==> src/rtl/vc_writeback_buffer.sv <==
// vc_writeback_buffer
//   Small FIFO of dirty lines evicted from the victim cache, drained to pmem
//   one line per write transaction. Repeat evictions of a queued line are
//   merged in place, except into the head while its pmem write is in flight.
//   A combinational lookup port lets the miss path read pending lines.
//
// Ports
//   clk, reset                      clock / async active-high reset
//   in_valid, in_address, in_data   eviction input
//   in_ready                        buffer has a free entry (count < DEPTH)
//   lookup_address                  probe address from the miss path
//   lookup_hit, lookup_data         probe result (youngest matching entry)
//   drain_en                        permission to start a pmem write
//   pmem_write                      write request, held until pmem_resp
//   pmem_address, pmem_wdata        head line address/data
//   pmem_resp                       write-complete pulse
//   empty, count                    occupancy
//
// state  | meaning
// IDLE   | no pmem write outstanding; may start one when lines are queued
// WRITE  | head line presented to pmem, waiting for pmem_resp
module vc_writeback_buffer #(
  parameter int DEPTH = 4,
  parameter int AW    = 12,
  parameter int DW    = 128
) (
  input  logic                         clk,
  input  logic                         reset,
  input  logic                         in_valid,
  input  logic [AW-1:0]                in_address,
  input  logic [DW-1:0]                in_data,
  output logic                         in_ready,
  input  logic [AW-1:0]                lookup_address,
  output logic                         lookup_hit,
  output logic [DW-1:0]                lookup_data,
  input  logic                         drain_en,
  output logic                         pmem_write,
  output logic [15:0]                  pmem_address,
  output logic [DW-1:0]                pmem_wdata,
  input  logic                         pmem_resp,
  output logic                         empty,
  output logic [$clog2(DEPTH+1)-1:0]   count
);

  localparam int PW = $clog2(DEPTH);
  localparam int CW = $clog2(DEPTH+1);

  typedef enum logic {S_IDLE, S_WRITE} state_t;

  state_t           state_q, state_d;
  logic [DEPTH-1:0] valid_q, valid_d;
  logic [PW-1:0]    head_q, head_d;
  logic [PW-1:0]    tail_q, tail_d;
  logic [CW-1:0]    count_q, count_d;
  logic [AW-1:0]    addr_q [DEPTH];
  logic [DW-1:0]    data_q [DEPTH];

  logic             in_flight;
  logic             accept;
  logic             alloc;
  logic             pop;
  logic             merge;
  logic [PW-1:0]    merge_idx;
  logic [PW-1:0]    wr_idx;

  assign in_flight = (state_q == S_WRITE);
  assign in_ready  = (count_q < CW'(DEPTH));
  assign accept    = in_valid & in_ready;
  assign alloc     = accept & ~merge;
  assign pop       = in_flight & pmem_resp;
  assign wr_idx    = merge ? merge_idx : tail_q;

  // Merge target: any valid entry with the same line address, excluding the
  // head while it is being written (its data must stay stable for pmem).
  always_comb begin
    merge     = 1'b0;
    merge_idx = '0;
    for (int i = 0; i < DEPTH; i++) begin
      if (valid_q[i] && (addr_q[i] == in_address) &&
          !(in_flight && (PW'(i) == head_q))) begin
        merge     = 1'b1;
        merge_idx = PW'(i);
      end
    end
  end

  always_comb begin
    valid_d = valid_q;
    head_d  = head_q;
    tail_d  = tail_q;
    count_d = count_q + CW'(alloc) - CW'(pop);
    if (alloc) begin
      valid_d[tail_q] = 1'b1;
      tail_d          = tail_q + PW'(1);
    end
    if (pop) begin
      valid_d[head_q] = 1'b0;
      head_d          = head_q + PW'(1);
    end
  end

  always_comb begin
    state_d = state_q;
    case (state_q)
      S_IDLE:  if ((count_q != '0) && drain_en) state_d = S_WRITE;
      S_WRITE: if (pmem_resp)                   state_d = S_IDLE;
      default: state_d = S_IDLE;
    endcase
  end

  always_ff @(posedge clk or posedge reset) begin
    if (reset) begin
      state_q <= S_IDLE;
      valid_q <= '0;
      head_q  <= '0;
      tail_q  <= '0;
      count_q <= '0;
    end else begin
      state_q <= state_d;
      valid_q <= valid_d;
      head_q  <= head_d;
      tail_q  <= tail_d;
      count_q <= count_d;
    end
  end

  // Line storage is qualified by valid_q, so it needs no reset.
  always_ff @(posedge clk) begin
    if (accept) begin
      addr_q[wr_idx] <= in_address;
      data_q[wr_idx] <= in_data;
    end
  end

  // A match on a non-in-flight entry overrides the in-flight head: such an
  // entry is always the newer copy of that line.
  always_comb begin
    lookup_hit  = 1'b0;
    lookup_data = data_q[head_q];
    for (int i = 0; i < DEPTH; i++) begin
      if (valid_q[i] && (addr_q[i] == lookup_address)) begin
        lookup_hit = 1'b1;
        if (!(in_flight && (PW'(i) == head_q))) lookup_data = data_q[i];
      end
    end
  end

  assign pmem_write   = in_flight;
  assign pmem_address = {addr_q[head_q], 4'b0000};
  assign pmem_wdata   = data_q[head_q];
  assign empty        = (count_q == '0);
  assign count        = count_q;

endmodule
==> config.mk <==
export PLATFORM = sky130hd
export DESIGN_NAME = vc_writeback_buffer
export DESIGN_NICKNAME = d
export VERILOG_FILES = /design/src/rtl/vc_writeback_buffer.sv
export SDC_FILE = /design/constraint.sdc
export NUM_CORES = 1
export LEC_CHECK = 0
export CORE_ASPECT_RATIO = 0.8
export CORE_MARGIN = 2
export CORE_UTILIZATION = 40
export CTS_BUF_LIST = sky130_fd_sc_hd__clkbuf_16
export DETAILED_ROUTE_END_ITERATION = 10
export DONT_BUFFER_PORTS = 1
export PLACE_DENSITY_LB_ADDON = 0.12
export SLEW_MARGIN = 20
export SYNTH_ARGS = -nofsm -noshare
export SYNTH_HDL_FRONTEND = slang
export SYNTH_SLANG_ARGS = --single-unit
==> constraint.sdc <==
create_clock -name clk -period 13.83 [get_ports clk]
set_input_delay 1.383 -clock clk [delete_from_list [all_inputs] [get_ports clk]]
set_output_delay 1.383 -clock clk [all_outputs]
set_load 0.03 [all_outputs]
# After elaboration in Yosys (flattened, before gate mapping)
# Memory sizes are Yosys's and may differ from the RTL's.
# Cells that the tools add are included.
[totals]
mem_count = 2
out_inout_bits = 279
ramBits = 560
in_bits = 157
word_cells = 92
register_bits = 12
[memory_table]
columns = ["memory", "words", "width", "read_ports", "rd_ports_with_merged_regs", "wr", "line", "text"]
rows = [
  ["data_q", 4, 128, 5, 0, 1, "56", "logic [DW-1:0] data_q [DEPTH];"],
  ["addr_q", 4, 12, 5, 0, 1, "55", "logic [AW-1:0] addr_q [DEPTH];"],
]
[classes]
n_eq_ne = 11
add_sub_neg = 4
order_cmp = 5
n_reduce_logical = 26
mux = 31
n_bitwise = 8
[ops]
columns = ["op", "count"]
rows = [
  ["$mux 128", 8],
  ["$eq 12x12->1", 8],
  ["$logic_and 1x1->1", 19],
  ["$mux 1", 15],
  ["$mux 4", 2],
  ["$lt 2x3->1 const B", 2],
  ["$mux 2", 3],
  ["$add 2x1->2 const B", 2],
  ["$and 4x4->4", 1],
  ["$demux 1 s2", 2],
  ["$eq 2x2->1 const A", 2],
  ["$ge 2x1->1 const B", 2],
  ["$logic_not 1->1", 4],
  ["$not 4->4", 1],
  ["$or 4x4->4", 1],
  ["$add 3x1->3", 1],
  ["$and 1x1->1", 3],
  ["$logic_not 3->1", 1],
  ["$lt 3x3->1 const B", 1],
  ["$reduce_bool 3->1", 1],
  ["$sub 3x1->3", 1],
  ["$eq 1x2->1 const A", 1],
  ["$logic_not 2->1", 1],
  ["$not 1->1", 2],
  ["$pmux 1 s2", 1],
]

# Longest topological paths before layout
# Gate-level depths: netlist of run 1.
[logic_depth]
word_depth = 13
depth_mapped = 15
ltp_nobuf = 12

# Worst setup path after synthesis of run 1
# No wires, ideal clock.
[synth_path]
path_kind = "input port to flip-flop"
startpoint = "input in_address[4]"
endpoint = "memory addr_q[0][0] (enable)"
path_slack_ps = 884
t_arrival_ps = 12134
cell_stages = 7
setup_time_ps = 812
n_path_buf = 1
required_time_ps = 13018
cell_sequence = "xor2_1 > nor4_1 > nand4_1 > or4_1 > buf_2 > o21a_1 > nor3_1"
[synth_between]
elab_chain_len = 8
word_cells_on_any_way = 20
cone_classes = "4 x eq/ne; 8 x mux; 8 x reduce/logical"
[synth_lines]
columns = ["item", "line", "text"]
rows = [
  ["start: declaration", "30", "input logic [AW-1:0] in_address,"],
  ["$eq 12x12->1", "79", "if (valid_q[i] && (addr_q[i] == in_address) &&"],
  ["$logic_and 1x1->1 (2 in a row)", "79", ""],
  ["$mux 1 (4 in a row)", "79", ""],
  ["$mux 2 *", "71", "assign wr_idx = merge ? merge_idx : tail_q;"],
  ["end: declaration", "55", ""],
]
# Every way passes the cells marked *; elsewhere a longest branch is shown, timed or not.

# Worst setup path in the final report of run 1
[layout_path]
startpoint = "input lookup_address[0]"
endpoint = "output lookup_data[91]"
[layout_between]
elab_chain_len = 9
word_cells_on_any_way = 15
cone_classes = "4 x eq/ne; 7 x mux; 4 x reduce/logical"
[layout_lines]
columns = ["item", "line", "text"]
rows = [
  ["start: declaration", "33", "input logic [AW-1:0] lookup_address,"],
  ["$eq 12x12->1", "141", "if (valid_q[i] && (addr_q[i] == lookup_address)) begin"],
  ["$logic_and 1x1->1", "141", ""],
  ["$mux 128", "141", ""],
  ["$mux 128", "143", "if (!(in_flight && (PW'(i) == head_q))) lookup_data = data_q[i];"],
  ["$mux 128", "141", ""],
  ["$mux 128", "143", ""],
  ["$mux 128", "141", ""],
  ["$mux 128", "143", ""],
  ["$mux 128 *", "141", ""],
  ["end: declaration", "35", "output logic [DW-1:0] lookup_data,"],
]
# Marks and branches as above.

==> results of run 1 <==
==> routing by layer <==
metal | global-route usage | vias to the layer above | routed length, um
li1 | - | 7198 | -
met1 | 0.325 | 9297 | 34400
met4 | 0.0629 | 2 | 2010
met5 | 0 | - | 13
met2 | 0.400 | 950 | 42800
met3 | 0.0726 | 118 | 9050
==> cell usage after synthesis (all sizes together) (3+ instances only) <==
cell type / count / area (um2)
a21oi: 5 / 28.8
a221o: 128 / 1280
a221oi: 4 / 35.0
a311oi: 128 / 1120
and2: 4 / 25.0
buf: 75 / 393
clkbuf: 107 / 402
dfrtp: 12 / 300
edfxtp: 560 / 16800
ha: 10 / 125
inv: 16 / 60.1
mux4: 140 / 3150
nand2: 5 / 18.8
nand3: 129 / 646
nand4: 14 / 93.8
nor2: 10 / 37.5
nor3: 136 / 686
nor4: 14 / 87.6
o21ai: 130 / 651
or4: 3 / 26.3
xnor2: 37 / 324
xor2: 63 / 552
==> registers in the layout (all words and copies together), names as in the netlist <==
signal and cells:
addr_q 48, count 3, data_q 512, head_q 2
pmem_write 1, tail_q 2, valid_q 4
==> cell families after synthesis <==
kind of cell	count (synthesis)	share of synthesized area
XOR/XNOR	100	0.0325
multiplexers	141	0.117
AO/OA/AOI/OAI	399	0.117
flip-flops	572	0.635
adder cells (fa/ha/maj)	11	0.00538
AND/OR/NAND/NOR	319	0.0611
other	1	0.000139
buffers and inverters	198	0.0317
==> worst min-delay path by stage <==
stage | from | to | slack (ps) | depth (start not counted)
finish | tail_q[1]$_DFFE_PP0N_ | tail_q[1]$_DFFE_PP0N_ | 560 | 1
global placement | tail_q[0]$_DFFE_PP0N_ | tail_q[0]$_DFFE_PP0N_ | 520 | 1
CTS | tail_q[1]$_DFFE_PP0N_ | tail_q[1]$_DFFE_PP0N_ | 560 | 1
floorplan | tail_q[0]$_DFFE_PP0N_ | tail_q[0]$_DFFE_PP0N_ | 500 | 1
detailed placement | tail_q[1]$_DFFE_PP0N_ | tail_q[1]$_DFFE_PP0N_ | 550 | 1
global route | tail_q[1]$_DFFE_PP0N_ | tail_q[1]$_DFFE_PP0N_ | 580 | 1
==> final cells by class <==
cell class	instances	share of cell area
Clock buffer	60	0.0508
Multi-Input combinational cell	974	0.307
Sequential cell	572	0.580
Clock inverter	52	0.0143
Tap cell	870	0.0369
Inverter	16	0.00203
Timing Repair Buffer	34	0.00906
==> worst max-delay path: stages <==
cell	delay, ps
xnor2_1	230
nand4_1	200
nor4_2	350
buf_4	790
buf_4	850
nand3_1	140
a311oi_1	610
a221o_1	400
==> report_power, final <==
| part | internal (mW) | leakage (nW) | switching (mW) |
|---|---|---|---|
| registers | 2.19 | 5.23 | 0.193 |
| logic | 0.837 | 2.72 | 2.21 |
| clock network | 0.901 | 0.987 | 0.680 |
| total | 3.93 | 8.94 | 3.09 |
==> results by group, run 1 <==
Outcome
  • Status: completed

Critical path
  • Crit-path max FO: 67
  • FF-to-FF Start: head_q[1]$_DFFE_PP0P_
  • Worst EP arrival: between 5000 and 6000 ps
  • Worst Setup Path Type: in2out
  • R2R Setup Slk: about 8100 ps
  • R2R cell count: 9
  • Worst Path Required: around 12000 ps
  • CP Capture Type: output port
  • FF-to-FF End: data_q[2][49]$_DFFE_PP_
  • Worst setup SP type: input pin
  • CP endpoint: lookup_data[91]
  • Critical path startpoint: lookup_address[0]

Final layout
  • Most frequent cells in the layout: 560 x edfxtp_1, 140 x mux4_2, 133 x nor3_1
  • Final Instance Area: between 0.02 and 0.03 mm2
  • Register Area: roughly 0.017 mm2
  • Layout cells sized above 1: 0.162
  • Synthesis-to-layout area growth: 9.58%
  • Multi-input gate area: around 0.0091 mm2
  • Commonest non-fill, non-tap cell in the layout: edfxtp_1
  • Antenna cells: 0
  • Filler cells: between 5000 and 6000
  • Final std cells w/o fill: 2578
  • Nets: approximately 1800
  • Fin util: 0.441

Worst hold path
  • HP Class: reg2reg

CTS
  • Cts-stage hold buffer count: 0
  • CTS max path bufs: 3
  • Clk_lat worst skew: roughly 630 ps
  • # clock sinks: 572
  • CTS buffer count: 60
  • CTS tree: built
  • Max H-tree Level: 2
  • Clock root cell: clkbuf_16
  • Clk pin slew, worst setup/hold paths: roughly 60 ps
  • Post-cts sizing count: 0
  • Post-CTS setup buffers: 0

Power
  • Maximum VDD drop: ~0.11 mV
  • Final Power: 7.02 mW
  • Leak pwr: around 9 nW
  • PD cells: between 200 and 250 mW/mm2

STA
  • Final Setup Violations: 0
  • Clock skew: 23.7 ps
  • RSZ-0062 raised after global routing: no
  • Final setup margin: approximately 7300 ps
  • Final Max Slew Viols: 0
  • Hold Fails Final Rpt: 0
  • Slew HR: 0.230
  • Setup TNS: 0 ps
  • Fin crit share: 0.475
  • Max Clk Rate: about 0.15 GHz
  • WHS: between 500 and 600 ps
  • Worst-margin pin slew: ~1200 ps
  • Period minus WS final: 6570 ps

Run
  • Max Cap Viol: 0

Synth
  • Avg Cell Area, Syn: around 15 um2
  • Synth warnings: 0
  • Area of the mapped netlist: 0.0270 mm2
  • EDFF count, synth: between 500 and 600
  • Async set-reset flop share out of synthesis: 0.0210
  • Synth Register Bits: about 570
  • Post-Syn Instances: 1741
  • Predominant post-synthesis flop cell: edfxtp_1
  • Cell variety after synth: 41
  • Sequential fraction of the synthesis area: 0.635

Detailed routing
  • Post-Route WL: between 80000 and 90000 um
  • Router iterations before antenna repair: 5
  • Iter 0 DRT Violations: 1550
  • Via density per instance: roughly 6.8
  • Mean routed wirelength per cell: approximately 34 um
  • Vias: between 15000 and 20000
  • Post-DRT Antenna Nets: 0
  • # DRC: 0

Floorplan
  • Core area: 0.0670 mm2
  • Ports: approximately 440
  • Die area: ~0.069 mm2
  • Die X: 294 um
  • Rows: between 80 and 90
  • Initial Util: 0.402
  • Die height: about 240 um

Placed design
  • Port Buffers: 0
  • Setup WS pre-CTS: roughly 7300 ps
  • # placed instances: ~2500
  • Final GP Congestion: approximately 0.80
  • Post-DP HPWL: 50100 um
  • Placed standard-cell area: 0.0276 mm2

Global route
  • First-pass GRT wire length: roughly 130000 um
  • Tot GR Track Use: 0.246
  • GRT overflow: 0
  • Largest net degree at the start of global routing: 122
  • Number of global-route vias before repair: 17600
  • Initial antenna violation count: 2
(Power assumes the default switching activity.)
==> run 2, diff against run 1 <==
==> constraint.sdc (replaced) <==
create_clock -name clk -period 6.8 [get_ports clk]
set_input_delay 0.68 -clock clk [delete_from_list [all_inputs] [get_ports clk]]
set_output_delay 0.68 -clock clk [all_outputs]
set_load 0.03 [all_outputs]
==> run 2 against run 1 <==
Routed wire length fell by 0.13%. Largest cell class unchanged. Core utilization shrank 0.062 points. Largest power group unchanged. Worst setup slack lost 5200 ps. Final cell count fell by 0.12%. Combinational power up 100%. Sequential power rose by 100%. Via count about the same.
==> results by group, run 2 (same netlist as run 1, synthesis figures left out) <==
Final layout
  • Commonest non-fill, non-tap cell in the layout: edfxtp_1 (unchanged)
  • Top reg by flops: data_q (unchanged)
  • Max FFs per register: 512 (unchanged)
  • Filler cells: 5845 (was 5821)
  • Layout cells sized above 1: 0.154 (was 0.162)
  • Fin util: 0.440 (was 0.441)
  • Nets: 1826 (unchanged)
  • Biggest regs: data_q (512), addr_q (48), valid_q (4) (unchanged)
  • Most frequent cells in the layout: 560 x edfxtp_1, 140 x mux4_2, 133 x nor3_1 (unchanged)
  • Synthesis-to-layout area growth: 9.42% (was 9.58%)

Power
  • Leak pwr: 8.91 nW (was 8.94 nW)
  • Maximum VDD drop: 0.254 mV (was 0.107 mV)
  • Final Power: 14.0 mW (was 7.02 mW)
  • Internal: 7.79 mW (was 3.93 mW)
  • Flop pwr share: 0.344 (was 0.340)
  • PD cells: 475 mW/mm2 (was 238 mW/mm2)
  • Net Sw Frac: 0.444 (was 0.440)
  • Psw: 6.23 mW (was 3.09 mW)
  • Combinational share of power: 0.445 (was 0.435)
  • Clk pwr share: 0.211 (was 0.225)

CTS
  • Post-cts sizing count: 0 (unchanged)
  • Clk pin slew, worst setup/hold paths: 60 ps (about the same)
  • Max H-tree Level: 2 (unchanged)
  • Clock root cell: clkbuf_16 (unchanged)
  • CTS max path bufs: 3 (unchanged)
  • Post-CTS setup buffers: 0 (unchanged)
  • CTS buffer count: 60 (unchanged)
  • Cts-stage hold buffer count: 1 (was 0)
  • CTS tree: built (unchanged)
  • # clock sinks: 572 (unchanged)
  • Clk_lat worst skew: 640 ps (was 630 ps)

Outcome
  • Status: completed (unchanged)

Floorplan
  • Die area: 0.0695 mm2 (unchanged)
  • Core area: 0.0670 mm2 (unchanged)
  • Die X: 294 um (unchanged)
  • Initial Util: 0.402 (unchanged)
  • Rows: 85 (unchanged)
  • Ports: 436 (unchanged)
  • Die height: 236 um (unchanged)

Critical path
  • Worst-path cell chain: inv_1 > ha_1 > nand2_1 > inv_1 > nor3_2 > buf_4 > buf_4 > a221o_1 (was xnor2_1 > nand4_1 > nor4_2 > buf_4 > buf_4 > nand3_1 > a311oi_1 > a221o_1)
  • Crit-path max FO: 58 (was 67)
  • Crit path largest cell delay: 850 ps (about the same)
  • Worst setup SP type: register (was input pin)
  • CP Capture Type: output port (unchanged)
  • Worst Path Required: 6120 ps (was 12450 ps)
  • CP max-delay cell: dfrtp_4 (was buf_4)
  • Worst EP arrival: 4080 ps (was 5180 ps)
  • Worst Setup Path Type: reg2out (was in2out)

Global route
  • Initial antenna violation count: 1 (was 2)
  • Tot GR Track Use: 0.246 (about the same)
  • First-pass GRT wire length: 127000 um (about the same)
  • Largest net degree at the start of global routing: 129 (was 122)
  • Number of global-route vias before repair: 17300 (was 17600)
  • GRT overflow: 0 (unchanged)

Detailed routing
  • Vias: 17600 (about the same)
  • WL met3: 9520 um (was 9050 um)
  • Via density per instance: 6.82 (was 6.81)
  • Mean routed wirelength per cell: 34.2 um (about the same)
  • Iter 0 DRT Violations: 1933 (was 1550)
  • Post-DRT Antenna Nets: 0 (unchanged)
  • Top Layer Used: met5 (unchanged)
  • Post-Route WL: 88200 um (was 88300 um)
  • Routed met2 length: 42200 um (was 42800 um)
  • Router iterations before antenna repair: 6 (was 5)
  • Met1 Wirelength: 34400 um (about the same)
  • # DRC: 0 (unchanged)

Worst hold path
  • HP Class: in2reg (was reg2reg)

STA
  • Final Max Slew Viols: 0 (unchanged)
  • Final Setup Violations: 0 (unchanged)
  • Slew HR: 0.245 (was 0.230)
  • Fin crit share: 0.700
  • RSZ-0062 raised after global routing: no (unchanged)
  • Max Clk Rate: about 0.21 GHz
  • Hold Fails Final Rpt: 0 (unchanged)
  • Clock skew: 22.5 ps (was 23.7 ps)
  • Period minus WS final: ~4800 ps
  • Worst-margin pin slew: 1130 ps (was 1160 ps)

Placed design
  • Post-DP HPWL: 51200 um (was 50100 um)
  • Port Buffers: 0 (unchanged)
  • Final GP Congestion: 0.833 (was 0.802)

Run
  • Max Cap Viol: 0 (unchanged)
[run 2: metal layers]
metal,up-vias,GRT usage
met5,-,0
met4,2,0.0580
met3,147,0.0761
met2,1021,0.395
met1,9197,0.329
li1,7187,-
[run 2: final timing paths]
check / from / endpoint / slack, ps / cells past startpoint
max in group asynchronous: reset / head_q[0]$_DFFE_PP0P_ / 5870 / 2
max: head_q[0]$_DFFE_PP0P_ / lookup_data[44] / 2040 / 8
min: in_address[5] / addr_q[2][5]$_DFFE_PP_ / 140 / 0
min in group asynchronous: reset / count[1]$_DFF_PP0_ / 520 / 2
min reg2reg: tail_q[0]$_DFFE_PP0N_ / tail_q[0]$_DFFE_PP0N_ / 540 / 1
max reg2reg: head_q[0]$_DFFE_PP0P_ / data_q[0][93]$_DFFE_PP_ / 2710 / 8
[run 2: layout make-up]
cell class,count,area [um2],share of cell area
antenna,1,2.50,0.0000848
multi-input combinational,974,9080,0.308
sequential,572,17100,0.581
tap,870,1090,0.0369
clock buffer,61,1530,0.0517
timing repair buffer,34,408,0.0138
inverter,16,60.1,0.00204
clock inverter,47,206,0.00700
[run 2: per-stage QoR]
stage / cell area (um2) / TNS [ps] / hold slack (ps) / instances / worst slack, ps
floorplan: 27000 / -462010 / 498 / 1744 / -1660
global placement: 27800 / 0 / 518 / 2465 / 2610
detailed placement: 27800 / 0 / 523 / 2465 / 2580
CTS: 29500 / 0 / 84.7 / 2574 / 1920
global route: 29500 / 0 / 98.5 / 2574 / 1780
finish: 29500 / 0 / 135 / 2575 / 2040
[run 2: power by group through the flow]
stage          clock network (mW)  logic, mW  registers [mW]
4_1_cts                      3.03       6.26            4.83
5_1_grt                      3.16       6.47            4.89
3_5_place_dp                    0       6.24            4.90
3_3_place_gp                    0       6.22            4.89
6_report                     2.96       6.24            4.83
2_1_floorplan                   0       5.01            4.79
[run 2: critical path, delay by kind of cell, from the launching register on]
family,cells,cell delay (ps)
AND/OR/NAND/NOR,2,350
buffers and inverters,4,1320
adder cells (fa/ha/maj),1,270
AO/OA/AOI/OAI,1,530
flip-flops,1,850
